`src/rtl/request_unit.sv`:
```
// request_unit: sequences instruction and data cache requests one at a time
// for the single-cycle datapath, generates the PC commit enable, the sticky
// halt indication and two saturating performance counters.
module request_unit #(
    parameter int CW = 32
) (
    input  logic          CLK,
    input  logic          nRST,
    input  logic          iREN,
    input  logic          dREN,
    input  logic          dWEN,
    input  logic          halt,
    input  logic          ihit,
    input  logic          dhit,
    output logic          imemREN,
    output logic          dmemREN,
    output logic          dmemWEN,
    output logic          pc_en,
    output logic          halted,
    output logic [CW-1:0] instr_count,
    output logic [CW-1:0] stall_count
);

    typedef enum logic [1:0] {
        FETCH = 2'd0,
        DATA  = 2'd1,
        HALT  = 2'd2
    } state_t;

    localparam logic [CW-1:0] CNT_ONE = {{(CW-1){1'b0}}, 1'b1};
    localparam logic [CW-1:0] CNT_MAX = {CW{1'b1}};

    state_t        state_q, state_d;
    logic          rd_q, rd_d;
    logic          wr_q, wr_d;
    logic [CW-1:0] instr_q, instr_d;
    logic [CW-1:0] stall_q, stall_d;

    // Undecorated versions of the outputs, before the reset gating.
    logic imem_ren_c;
    logic dmem_ren_c;
    logic dmem_wen_c;
    logic pc_en_c;
    logic halted_c;

    // State, latched data request and counters; reset clears everything,
    // dropping any outstanding data request without completing it.
    always_ff @(posedge CLK) begin
        if (!nRST) begin
            state_q <= FETCH;
            rd_q    <= 1'b0;
            wr_q    <= 1'b0;
            instr_q <= '0;
            stall_q <= '0;
        end else begin
            state_q <= state_d;
            rd_q    <= rd_d;
            wr_q    <= wr_d;
            instr_q <= instr_d;
            stall_q <= stall_d;
        end
    end

    // Next-state and output decode. Request outputs depend only on state,
    // the latched request and iREN; pc_en alone looks at the hit inputs.
    always_comb begin
        state_d    = state_q;
        rd_d       = rd_q;
        wr_d       = wr_q;
        imem_ren_c = 1'b0;
        dmem_ren_c = 1'b0;
        dmem_wen_c = 1'b0;
        pc_en_c    = 1'b0;
        halted_c   = 1'b0;
        case (state_q)
            FETCH: begin
                imem_ren_c = iREN;
                if (ihit) begin
                    if (halt) begin
                        // Halt wins over a data request decoded alongside it.
                        state_d = HALT;
                    end else if (dREN || dWEN) begin
                        // A store wins if both requests are decoded.
                        state_d = DATA;
                        wr_d    = dWEN;
                        rd_d    = dREN & ~dWEN;
                    end else begin
                        pc_en_c = 1'b1;
                    end
                end
            end
            DATA: begin
                dmem_ren_c = rd_q;
                dmem_wen_c = wr_q;
                if (dhit) begin
                    pc_en_c = 1'b1;
                    state_d = FETCH;
                    rd_d    = 1'b0;
                    wr_d    = 1'b0;
                end
            end
            HALT: begin
                halted_c = 1'b1;
            end
            default: begin
                state_d = FETCH;
                rd_d    = 1'b0;
                wr_d    = 1'b0;
            end
        endcase
    end

    // Saturating counters; both hold still once halted.
    always_comb begin
        instr_d = instr_q;
        stall_d = stall_q;
        if (state_q != HALT) begin
            if (pc_en_c) begin
                if (instr_q != CNT_MAX) begin
                    instr_d = instr_q + CNT_ONE;
                end
            end else begin
                if (stall_q != CNT_MAX) begin
                    stall_d = stall_q + CNT_ONE;
                end
            end
        end
    end

    // Every output reads as zero while reset is held, before the edge acts.
    assign imemREN     = nRST & imem_ren_c;
    assign dmemREN     = nRST & dmem_ren_c;
    assign dmemWEN     = nRST & dmem_wen_c;
    assign pc_en       = nRST & pc_en_c;
    assign halted      = nRST & halted_c;
    assign instr_count = nRST ? instr_q : '0;
    assign stall_count = nRST ? stall_q : '0;

endmodule
```
`config.mk`:
```
export PLATFORM = sky130hd
export DESIGN_NAME = request_unit
export DESIGN_NICKNAME = d
export VERILOG_FILES = /design/src/rtl/request_unit.sv
export SDC_FILE = /design/constraint.sdc
export NUM_CORES = 1
export LEC_CHECK = 0
export BUFFER_PORTS_ARGS = -buffer_cell sky130_fd_sc_hd__buf_2
export CAP_MARGIN = 10
export CORE_MARGIN = 4
export CORE_UTILIZATION = 30
export CTS_BUF_LIST = sky130_fd_sc_hd__clkbuf_16
export DETAILED_ROUTE_END_ITERATION = 16
export GPL_ROUTABILITY_DRIVEN = 0
export PLACE_DENSITY = 0.45
export SLEW_MARGIN = 5
export SYNTH_ARGS = -nofsm -noshare
export SYNTH_HDL_FRONTEND = slang
export SYNTH_SLANG_ARGS = --single-unit
```
`constraint.sdc`:
```
create_clock -name CLK -period 3.1 [get_ports CLK]
set_clock_uncertainty 0.1 [all_clocks]
set_input_delay 0.155 -clock CLK [delete_from_list [all_inputs] [get_ports CLK]]
set_output_delay 0.155 -clock CLK [all_outputs]
set_load 0.05 [all_outputs]
```
==> impl_metrics.yaml, run 1 <==
outcome:
  status: "complete, no violations"
pwr:
  seqPwrFrac: 0.375
  intPower_mw: 1.87
  vdd_drop_max_mv: 0.265
  power.switching_mw: 0.516
  combPwrFrac: 0.058
  p_leak_nw: 1.96
  powerDensity_mw_per_mm2: 484
  clkPwrFrac: 0.567
  p_sw_frac: 0.216
synthesis:
  synth_edf_count: 0
  async_flop_share: 0
  ys_top_cells_by_count: "dfxtp_1 (68), and2_1 (63), nor2_1 (50)"
  synth.yosys.warnings: 0
  yosysMostFrequentCell: "dfxtp_1"
  synthFlopType: "dfxtp_1"
  synth-seq-area-share: 0.341
  ys_types: 49
  synth.top_cell.area_share: 0.341
  ys_ff_latch: 68
  yosys.area.top_type: "dfxtp_1"
  synth_area_leaders: "dfxtp_1 (34%), and2_1 (9.9%), mux2_2 (7.1%), nor2_1 (4.7%), nand2_1 (4.0%)"
  synthesis.nets: 499
  synth_area_mm2: 0.00399
  syn_inst: 489
  syn_avg_cell_area_um2: 8.15
cts:
  cts_hold_buf: 2
  post-cts-setup-buffers: 0
  cts_resized: 0
  path_clk_slew_ps: 60
  cts_tree: "yes"
  cts_buffer_depth: 2
  numCtsBuffers: 9
  clk_latency_ps: 340
  cts_root_buffer: "clkbuf_16"
  cts.sinks: 68
  h-tree-depth: 3
global_routing:
  grt_overflow: 0
  grt.total_usage: 0.150
  antenna_found_initial: 0
  grt_pass1_wl_mm: 17.9
  first_global_vias: 3562
  grt_max_degree: 68
timing:
  max_freq_mhz: 385
  slew-limit-headroom: 0.579
  finalHoldViolations: 0
  finalMaxSlewViolations: 0
  setup-violations-final: 0
  rsz0062_at_grt: "no"
  setup_tns_ps: 0
  worst_pin_slew_ps: 628
  post-route-period-util: 0.837
  fin_crit_ps: 2600
place:
  numPlacedInstances: 721
  place_hpwl_mm: 7.78
  port_buffers: 76
floorplan:
  io_pins: 77
  die_w_um: 123
  coreArea_mm2: 0.0128
  rows: 41
  die_h_um: 123
  start_util: 0.311
  die_area_mm2: 0.0152
final_layout:
  nNetsFinal: 572
  nFillCells: 1369
  layout-drive-gt1-share: 0.272
  regArea_mm2: 0.00136
  n_antenna_cell: 0
  multi_input_area_mm2: 0.00247
  synthToLayoutAreaGrowth_pct: 23.8
  final_cells: 739
routing:
  met3_length_um: 494
  drtIter0Drc: 188
  vias_per_cell: 5.06
  wl_met1_mm: 5.13
  drc: 0
  via_count: 3739
  routed_wl_mm: 10.9
  dr.pass1.iters: 4
  wire_per_inst_um: 14.7
  wl_met2_mm: 5.06
  top_layer: "met4"
  detail-route-antenna-nets: 0
worst_setup_path:
  required_ps: 3230
  worst-setup-path-type: "flop to flop"
  worstSetupEndpointType: "flop"
  reg2reg_slack_ps: 500
  critPathLaunchType: "flop"
  cp.arrival_ps: 2720
  r2r-start: "state_q[0]"
  startpoint: "state_q[0]"
  path_max_fanout: 12
worst_hold_path:
  hold_path.class: "input pin to flop"
  min-delay-start: "ihit"
job:
  cap_viol_max_count: 0
routing by layer:
layer	GRT usage	vias up
met1	0.200	1755
met2	0.238	79
li1	-	1892
met4	0.0547	0
met5	0	-
met3	0.0334	13
cells by family after synthesis:
logic type / share of synthesized area
buffers and inverters: 0.0398
AO/OA/AOI/OAI: 0.0913
AND/OR/NAND/NOR: 0.408
XOR/XNOR: 0.00659
flip-flops: 0.341
multiplexers: 0.107
adder cells (fa/ha/maj): 0.00627
cell type report:
cell class                      instances  share of cell area
Clock inverter                          7              0.0330
Timing Repair Buffer                   86              0.0933
Tap cell                              172              0.0436
Sequential cell                        68               0.276
Clock buffer                            9              0.0456
Inverter                               10             0.00760
Multi-Input combinational cell        387               0.501
cell usage in the layout (no fill, tap or decap), types with 6 or more instances in the layout:
master and instances:
or4_1 9, nand3_1 22, buf_2 76, nor4_1 9, o31ai_1 6, mux2_2 25
o21ai_0 16, and3_1 8, or3_1 18, nor2_1 50, mux2_4 9, nand4_1 14
nand2_1 42, clkbuf_16 9, and2_1 63, a21oi_1 28, dfxtp_1 68, buf_4 8
nor3_1 22, inv_1 9
critical path, cell delays in order, from the launching register on:
cell     delay, ps
dfxtp_1        440
nor2b_1        420
a22o_1         280
nand3_1        420
nor4_1         460
mux2_2         370
power by group through the flow:
stage / combinational [mW] / clock, mW / sequential [mW]
2_1_floorplan: 0.104 / 0 / 0.913
3_3_place_gp: 0.138 / 0 / 0.916
3_5_place_dp: 0.139 / 0 / 0.917
4_1_cts: 0.141 / 1.39 / 0.897
5_1_grt: 0.153 / 1.43 / 0.899
6_report: 0.138 / 1.36 / 0.897
state kept, by name, indices dropped and copies added (netlist names):
signal   flops
rd_q         1
instr_q     32
wr_q         1
state_q      2
stall_q     32
final timing paths:
path / end / cells after the start
hold / removal: state_q[1] / 3
setup / recovery: instr_q[21] / 5
hold reg to reg: rd_q / 2
setup reg to reg: instr_q[21] / 5
through the flow:
stage               hold WS, ps  utilization  total power, mW  setup slack [ps]  cell area, um2
floorplan                   210            -             1.02               882            3990
global placement            341        0.353             1.05               588            4530
detailed placement          345        0.353             1.06               515            4530
CTS                        38.5        0.385             2.43               484            4940
global route               88.0        0.385             2.49               325            4940
finish                     39.2        0.385             2.39               505            4940
Note: power is estimated with default switching activity, not from simulation.
==> run 2, diff against run 1 <==
==> constraint.sdc (replaced) <==
create_clock -name CLK -period 2.7 [get_ports CLK]
set_clock_uncertainty 0.1 [all_clocks]
set_input_delay 0.135 -clock CLK [delete_from_list [all_inputs] [get_ports CLK]]
set_output_delay 0.135 -clock CLK [all_outputs]
set_load 0.05 [all_outputs]
==> impl_metrics.yaml, run 2 (synthesis results as in run 1) <==
outcome:
  status: "complete, no violations"
timing:
  fin_crit_ps: 2440
  rsz0062_at_grt: "no"
  setup_tns_ps: 0
  worst_pin_slew_ps: 596
  setup-violations-final: 0
  post-route-period-util: 0.904
  max_freq_mhz: 410
  finalHoldViolations: 0
  slew-limit-headroom: 0.599
  postLayoutSetupSlackWorst_ps: 260
  whs_ps: 20.0
  finalMaxSlewViolations: 0
routing:
  wire_per_inst_um: 14.4
  detail-route-antenna-nets: 0
  routed_wl_mm: 10.7
  vias_per_cell: 5.03
  dr.pass1.iters: 4
  drtIter0Drc: 211
  via_count: 3739
  drc: 0
pwr:
  power.total_mw: 2.23
  p_leak_nw: 1.94
  vdd_drop_max_mv: 0.343
  powerDensity_mw_per_mm2: 458
cts:
  cts_root_buffer: "clkbuf_16"
  path_clk_slew_ps: 50
  cts_buffer_depth: 2
  numCtsBuffers: 9
  cts.sinks: 68
  clk_latency_ps: 330
  h-tree-depth: 3
  post-cts-setup-buffers: 0
  cts_tree: "yes"
worst_setup_path:
  cp.arrival_ps: 2560
  required_ps: 2820
  worstSetupEndpointType: "flop"
  critPathLaunchType: "flop"
  path_max_fanout: 11
  worst-setup-path-type: "flop to flop"
global_routing:
  first_global_vias: 3588
  antenna_found_initial: 0
  grt_pass1_wl_mm: 17.8
  grt_max_degree: 68
  grt.total_usage: 0.147
  grt_overflow: 0
final_layout:
  nNetsFinal: 578
  mostFrequentLayoutCells: "buf_2 (76), dfxtp_1 (68), and2_1 (63), nor2_1 (50), nand2_1 (42)"
  final_cells: 744
  synthToLayoutAreaGrowth_pct: 21.8
  nFillCells: 1382
  reg_top3: "instr_q: 32 flops, stall_q: 32 flops, state_q: 2 flops"
  layout-drive-gt1-share: 0.267
  final_common_cell: "buf_2"
  n_antenna_cell: 0
job:
  cap_viol_max_count: 0
place:
  numPlacedInstances: 726
  place_hpwl_mm: 7.75
  port_buffers: 76
  place_ws_ps: 262
worst_hold_path:
  hold_path.class: "input pin to flop"
floorplan:
  rows: 41
  start_util: 0.311
  io_pins: 77
  die_area_mm2: 0.0152
  die_h_um: 123
  coreArea_mm2: 0.0128
  die_w_um: 123
-- run 2: repair_timing --
action | CTS | global route
resized for setup | 0 | 0
endpoints found under the hold margin | 2 | 0
hold buffers | 3 | 0
-- run 2: path summary, 6_finish.rpt --
check | end | cells past startpoint | start | slack (ps)
max | stall_q[29] | 7 | stall_q[1] | 260
max reg2reg | stall_q[29] | 7 | stall_q[1] | 260
min | state_q[1] | 3 | ihit | 20
min reg2reg | wr_q | 2 | wr_q | 370
-- run 2: worst max-delay path, stage by stage (launching register included) --
cell,delay (ps)
dfxtp_1,390
ha_1,240
nand2_1,140
or4_4,540
o31ai_4,290
buf_4,250
nor4_2,80
mux2_4,290
-- run 2: final cells by class --
type | count | area, um2 | area share
flip-flops and latches | 68 | 1360 | 0.280
well taps | 172 | 215 | 0.0443
repair buffers | 92 | 520 | 0.107
multi-input cells | 387 | 2470 | 0.509
clock buffers | 9 | 225 | 0.0464
inverters | 10 | 37.5 | 0.00773
clock inverters | 6 | 23.8 | 0.00489
-- run 2: where the power goes --
part           switching [mW]  total (mW)  internal, mW  leakage [nW]
logic                   0.114       0.171        0.0568          1.26
clock network           0.428        1.03         0.598         0.126
registers              0.0126        1.03          1.02         0.549
total                   0.555        2.23          1.67          1.94
-- run 2: routing by layer --
| metal | vias to the layer above | routed length (um) | global-route usage |
|---|---|---|---|
| met1 | 1749 | 5240 | 0.192 |
| met2 | 82 | 4870 | 0.237 |
| met5 | - | 0 | 0 |
| met4 | 0 | 102 | 0.0346 |
| met3 | 9 | 495 | 0.0480 |
| li1 | 1899 | - | - |
-- run 2: stage by stage --
stage,utilization,instance area (um2)
2_1_floorplan,-,3990
3_3_place_gp,0.357,4580
3_5_place_dp,0.357,4580
4_1_cts,0.379,4860
5_1_grt,0.379,4860
6_report,0.379,4860
